[src/rtl/life_engine.sv]
// life_engine: registered Game of Life generation engine for a ROWS x COLS grid.
//
// Ports:
//   clk, reset  - single clock, synchronous active-high reset
//   load, seed  - load seed pattern (cell (r,c) = bit r*COLS+c), returns to IDLE
//   run, step   - free-run enable / single-generation pulse while idle
//   wrap        - 1 = toroidal edges, 0 = out-of-grid cells are dead
//   period      - in RUN, evolve once every period+1 cycles
//   grid        - current generation
//   gen_count   - generations since load/reset, saturating
//   running     - engine is in RUN
//   stable      - sticky, last evolution left the grid unchanged
//   extinct     - sticky, last evolution produced an empty grid
//   tick        - high in the cycle grid holds a freshly evolved generation

// One cell's next-state rule from its 8 neighbour bits.
module life_cell (
  input  logic       self_i,
  input  logic [7:0] nbr_i,
  output logic       next_o
);
  logic [3:0] cnt;

  always_comb begin
    cnt = '0;
    for (int i = 0; i < 8; i++) cnt = cnt + {3'b000, nbr_i[i]};
  end

  assign next_o = (cnt == 4'd3) || (self_i && (cnt == 4'd2));
endmodule

module life_engine #(
  parameter int ROWS  = 8,
  parameter int COLS  = 8,
  parameter int GEN_W = 16,
  parameter int DIV_W = 8
) (
  input  logic                 clk,
  input  logic                 reset,
  input  logic                 load,
  input  logic [ROWS*COLS-1:0] seed,
  input  logic                 run,
  input  logic                 step,
  input  logic                 wrap,
  input  logic [DIV_W-1:0]     period,
  output logic [ROWS*COLS-1:0] grid,
  output logic [GEN_W-1:0]     gen_count,
  output logic                 running,
  output logic                 stable,
  output logic                 extinct,
  output logic                 tick
);
  localparam int N = ROWS * COLS;

  typedef enum logic [1:0] {S_IDLE, S_RUN, S_HALT} state_e;

  state_e             state_q, state_d;
  logic [N-1:0]       grid_q, grid_d;
  logic [GEN_W-1:0]   gen_q, gen_d;
  logic [DIV_W-1:0]   div_q, div_d;
  logic               stable_q, stable_d;
  logic               extinct_q, extinct_d;
  logic               tick_q, tick_d;

  logic [N-1:0]       next_grid;
  logic               evolve;

  // Neighbour wiring is resolved at elaboration: in-grid neighbours connect
  // directly, edge neighbours go through the wrap gate to the opposite side.
  for (genvar r = 0; r < ROWS; r++) begin : g_row
    for (genvar c = 0; c < COLS; c++) begin : g_col
      logic [7:0] nbr;
      for (genvar k = 0; k < 9; k++) begin : g_n
        if (k != 4) begin : g_use
          localparam int  RR  = r + k / 3 - 1;
          localparam int  CC  = c + k % 3 - 1;
          localparam bit  IN  = (RR >= 0) && (RR < ROWS) && (CC >= 0) && (CC < COLS);
          localparam int  SRC = ((RR + ROWS) % ROWS) * COLS + ((CC + COLS) % COLS);
          localparam int  NI  = (k < 4) ? k : k - 1;
          assign nbr[NI] = (IN ? 1'b1 : wrap) & grid_q[SRC];
        end
      end
      life_cell u_cell (
        .self_i (grid_q[r*COLS+c]),
        .nbr_i  (nbr),
        .next_o (next_grid[r*COLS+c])
      );
    end
  end

  always_comb begin
    state_d   = state_q;
    grid_d    = grid_q;
    gen_d     = gen_q;
    div_d     = div_q;
    stable_d  = stable_q;
    extinct_d = extinct_q;
    tick_d    = 1'b0;
    evolve    = 1'b0;
    if (load) begin
      grid_d    = seed;
      gen_d     = '0;
      div_d     = '0;
      stable_d  = 1'b0;
      extinct_d = 1'b0;
      state_d   = S_IDLE;
    end else begin
      case (state_q)
        S_IDLE: begin
          evolve = step;
          if (run) begin
            state_d = S_RUN;
            div_d   = '0;
          end
        end
        S_RUN: begin
          if (!run) begin
            state_d = S_IDLE;
            div_d   = '0;
          end else if (div_q == period) begin
            evolve = 1'b1;
            div_d  = '0;
          end else begin
            div_d = div_q + 1'b1;  // wraps through 0 if period was lowered below it
          end
        end
        default: ;  // HALT: everything frozen until load/reset
      endcase
      if (evolve) begin
        grid_d = next_grid;
        tick_d = 1'b1;
        if (gen_q != {GEN_W{1'b1}}) gen_d = gen_q + 1'b1;
        if (next_grid == '0)    extinct_d = 1'b1;
        if (next_grid == grid_q) stable_d = 1'b1;
        // Halt overrides the RUN entry of a simultaneous step+run.
        if ((next_grid == '0) || (next_grid == grid_q)) state_d = S_HALT;
      end
    end
  end

  always_ff @(posedge clk) begin
    if (reset) begin
      state_q   <= S_IDLE;
      grid_q    <= '0;
      gen_q     <= '0;
      div_q     <= '0;
      stable_q  <= 1'b0;
      extinct_q <= 1'b0;
      tick_q    <= 1'b0;
    end else begin
      state_q   <= state_d;
      grid_q    <= grid_d;
      gen_q     <= gen_d;
      div_q     <= div_d;
      stable_q  <= stable_d;
      extinct_q <= extinct_d;
      tick_q    <= tick_d;
    end
  end

  assign grid      = grid_q;
  assign gen_count = gen_q;
  assign running   = (state_q == S_RUN);
  assign stable    = stable_q;
  assign extinct   = extinct_q;
  assign tick      = tick_q;
endmodule

[config.mk]
export PLATFORM = sky130hd
export DESIGN_NAME = life_engine
export DESIGN_NICKNAME = d
export VERILOG_FILES = /design/src/rtl/life_engine.sv
export SDC_FILE = /design/constraint.sdc
export NUM_CORES = 1
export LEC_CHECK = 0
export ABC_AREA = 1
export BUFFER_PORTS_ARGS = -buffer_cell sky130_fd_sc_hd__buf_2
export CAP_MARGIN = 0
export CORE_ASPECT_RATIO = 1.2
export CORE_UTILIZATION = 25
export CTS_CLUSTER_SIZE = 8
export DETAILED_ROUTE_END_ITERATION = 12
export PLACE_DENSITY = 0.5
export SYNTH_ARGS = -nofsm -noshare
export SYNTH_HDL_FRONTEND = slang
export SYNTH_SLANG_ARGS = --single-unit
[constraint.sdc]
create_clock -name clk -period 6.1 [get_ports clk]
set_clock_uncertainty 0.2 [all_clocks]
set_input_delay 0.305 -clock clk [delete_from_list [all_inputs] [get_ports clk]]
set_output_delay 0.305 -clock clk [all_outputs]
set_load 0.01 [all_outputs]
==> reports/metrics.csv <==
stage,metric,value,unit
status,status,finished clean,
global_route,antenna_found_initial,0,
global_route,gr-total-overflow,0,
placement,hpwlAfterDp,58800,um
min_path,hold_path.class,in2reg,
drt,vias,16300,
min_path,min_from,seed[25],
sta,fin_crit_sh,83.2,%
drt,drc_errors,0,
clocking,cts.sinks,93,
clocking,clockBufferDepth,2,
worst_setup_path,cp_top_family,adder cells,
worst_setup_path,slowest_stage,dfxtp_1,
sta,finalCriticalPeriod,5.07,ns
worst_setup_path,timing.rr.start,grid[59]$_SDFFE_PP0P_,
drt,final_antenna_net_count,0,
clocking,cts.htree.levels,3,
sta,fin_hold_ws,0.00806,ns
global_route,grt_pass1_wl,106000,um
global_route,grt_max_degree,49,
worst_setup_path,crit_top_cell,nand2_1,
synthesis,synth.cell_area,0.0179,sq mm
drt,drt-initial-drc-count,1000,
drt,wl_per_cell,19.8,um
layout,fillers,7858,
synthesis,yosysSeqAreaShare,10.4,%
sta,finalHoldViolations,0,
worst_setup_path,worstPathCellList,inv_1 -> o21ai_0 -> fa_1 -> inv_1 -> xor2_1 -> inv_1 -> ha_1 -> fa_1 -> inv_1 -> fa_1 -> o21bai_1 -> nor2_1 -> nand2_1 -> nand2_1 -> nand2_1 -> nor2_1 -> nand3_1 -> nor2_1 -> nand2_1 -> nor2_1 -> nand2_1 -> nand3_1 -> nand2_1 -> inv_1,
global_route,grt_pass1_vias,16400,
worst_setup_path,path_class,reg2reg,
layout,diodes,0,
clocking,root_buffer,clkbuf_16,
drt,firstDrtPassIters,5,
clocking,insertion_delay,0.43,ns
floorplan,dieWidth,247,um
clocking,numCtsBuffers,9,
drt,viasPerCell,4.55,
pwr,p_leak,10.8,nW
placement,port-buffer-count,161,
pwr,switching_share,55.2,%
floorplan,row_count,107,
layout,final_cell_mix,"inv_1 (612), nand2_1 (583), fa_1 (248)",
pwr,p_seq_share,16.8,%
drt,drt-total-wl,71100,um
clocking,cts_resized,0,
worst_setup_path,start_kind,flop,
worst_setup_path,endpoint_kind,flop,
global_route,grt_usage,20.0,%
floorplan,ioPinCount,162,
clocking,cts_tree,yes,
sta,max-slew-margin-rel,46.2,%
pwr,switching_power,2.52,mW
synthesis,ys_ff_latch,93,
synthesis,yosys_warnings,0,
synthesis,yosysUniqueCellTypes,43,
sta,tightest_slew,0.806,ns
clocking,path_clk_slew,0.09,ns
sta,rsz0062_at_grt,false,
layout,nNetsFinal,3179,
floorplan,chipHeight,295,um
pwr,combPwrFrac,68.7,%
placement,gp_congestion,0.975,
sta,tns,0,ns
worst_setup_path,worst-path-buf-inv,5,
pwr,power_frac_clock,14.6,%
synthesis,avgSynthCellArea,7.19,sq um
synthesis,netlist_instances,2495,
pwr,intPower,2.05,mW
worst_setup_path,max_stage_delay,0.69,ns
flow_run,max_cap_violations,0,
layout,final_common_cell,inv_1,
floorplan,dieArea,0.0729,sq mm
worst_setup_path,critPathArrivalTime,5.24,ns
floorplan,initial_utilization,25.3,%
synthesis,syn-num-nets,3018,
pwr,p_per_area,225,mW/mm^2
sta,clock.fmax,197,MHz
layout,synthToLayoutAreaGrowth,13.0,%
worst_setup_path,critPathRequiredTime,6.26,ns
worst_setup_path,crit_start,grid[59]$_SDFFE_PP0P_,
floorplan,core,0.0710,sq mm
worst_setup_path,crit_fanout,9,
layout,drive_above_1_share,9.28,%
sta,setup_viol,0,
pwr,ir_drop,137,uV
sta,drv_slew,0,
==> layer usage <==
layer / track usage, % / vias to the layer above / wire, um
li1: - / 7870 / -
met1: 24.3 / 7977 / 29800
met2: 36.2 / 395 / 36000
met3: 1.94 / 94 / 2580
met4: 7.66 / 0 / 2730
met5: 0 / - / 0
==> metrics by stage <==
stage | std cells | total power, mW | worst slack (ns) | util (%) | cell area [sq um]
2_1_floorplan | 2495 | 2.85 | 1.45 | - | 17900
3_3_place_gp | 3537 | 3.89 | 1.06 | 27.7 | 19600
5_1_grt | 3587 | 5.06 | 0.683 | 28.6 | 20300
6_report | 3587 | 4.56 | 1.03 | 28.6 | 20300
3_5_place_dp | 3537 | 3.89 | 1.06 | 27.7 | 19600
4_1_cts | 3587 | 4.59 | 1.07 | 28.6 | 20300
==> repair_timing <==
item	4_1_cts	5_1_grt
hold buffers	34	0
endpoints found under the hold margin	34	0
endpoints found under the setup margin	0	0
buffers inserted	0	0
==> worst min-delay path: stages <==
cell and delay, ns:
buf_2 0.09, nand2_1 0.08, a31oi_1 0.09
==> registers in the layout (all words and copies together), names as in the netlist <==
register / cells
grid: 64
state_q: 2
div_q: 8
stable: 1
gen_count: 16
extinct: 1
tick: 1
==> synthesized netlist by cell type <==
cell	instances	area, sq um
nor2_8	1	20.0
o21a_1	1	7.51
o21ba_2	1	10.0
nor3_1	32	160
buf_4	66	495
buf_2	4	20.0
nand2_4	2	22.5
a22oi_1	4	30.0
inv_4	1	6.26
inv_2	3	11.3
o22ai_1	3	18.8
xor2_1	14	123
buf_6	5	56.3
a21oi_1	63	315
nor2_1	228	856
a211oi_1	1	7.51
or2_1	1	6.26
ha_1	197	2460
a32oi_1	17	149
o31ai_1	1	7.51
dfxtp_1	93	1860
inv_1	612	2300
o21bai_1	16	120
nand2_1	583	2190
fa_1	248	4960
a31oi_1	33	206
a221oi_1	2	17.5
buf_1	3	11.3
nand4_1	35	219
nor2_2	3	18.8
nor3b_1	7	52.6
clkbuf_1	16	60.1
nor4_1	1	6.26
xnor2_1	12	105
nand3_2	1	10.0
nand3_1	105	526
o21ai_0	38	190
a21boi_0	1	7.51
nand3b_1	21	158
or2_2	8	50.1
o211ai_1	10	75.1
o21ai_1	1	5.00
nand2_2	1	6.26
==> path summary, 6_finish.rpt <==
| path | to | slack, ns | depth (start not counted) |
|---|---|---|---|
| worst max-delay path | state_q[1]$_SDFF_PP0_ | 1.03 | 24 |
| worst max register to register | state_q[1]$_SDFF_PP0_ | 1.03 | 24 |
| worst min register to register | gen_count[8]$_SDFFE_PP0P_ | 0.28 | 2 |
| worst min-delay path | grid[25]$_SDFFE_PP0P_ | 0.008 | 3 |
==> cell type report <==
type                            count  area (sq um)  share of cell area (%)
Sequential cell                    93          1860                    9.18
Tap cell                          926          1160                    5.71
Inverter                          616          2320                    11.4
Clock buffer                        9           225                    1.11
Timing Repair Buffer              244          1520                    7.48
Clock inverter                      7          76.3                   0.376
Multi-Input combinational cell   1692         13100                    64.7
==> power by group through the flow <==
stage | clock [mW] | sequential, mW | combinational (mW)
finish | 0.664 | 0.765 | 3.13
global route | 0.694 | 0.773 | 3.60
CTS | 0.681 | 0.769 | 3.14
detailed placement | 0 | 0.783 | 3.10
global placement | 0 | 0.781 | 3.11
floorplan | 0 | 0.750 | 2.10
==> logic make-up (layout without fill, tap and decap cells) <==
kind of cell,after synthesis,count (layout),synth area share (%)
simple gates,1029,1029,24.0
buf+inv,710,876,16.5
fa+ha+maj,445,445,41.4
compound gates,192,192,6.51
flops,93,93,10.4
xor+xnor,26,26,1.27
Note: power is estimated with default switching activity, not from simulation.
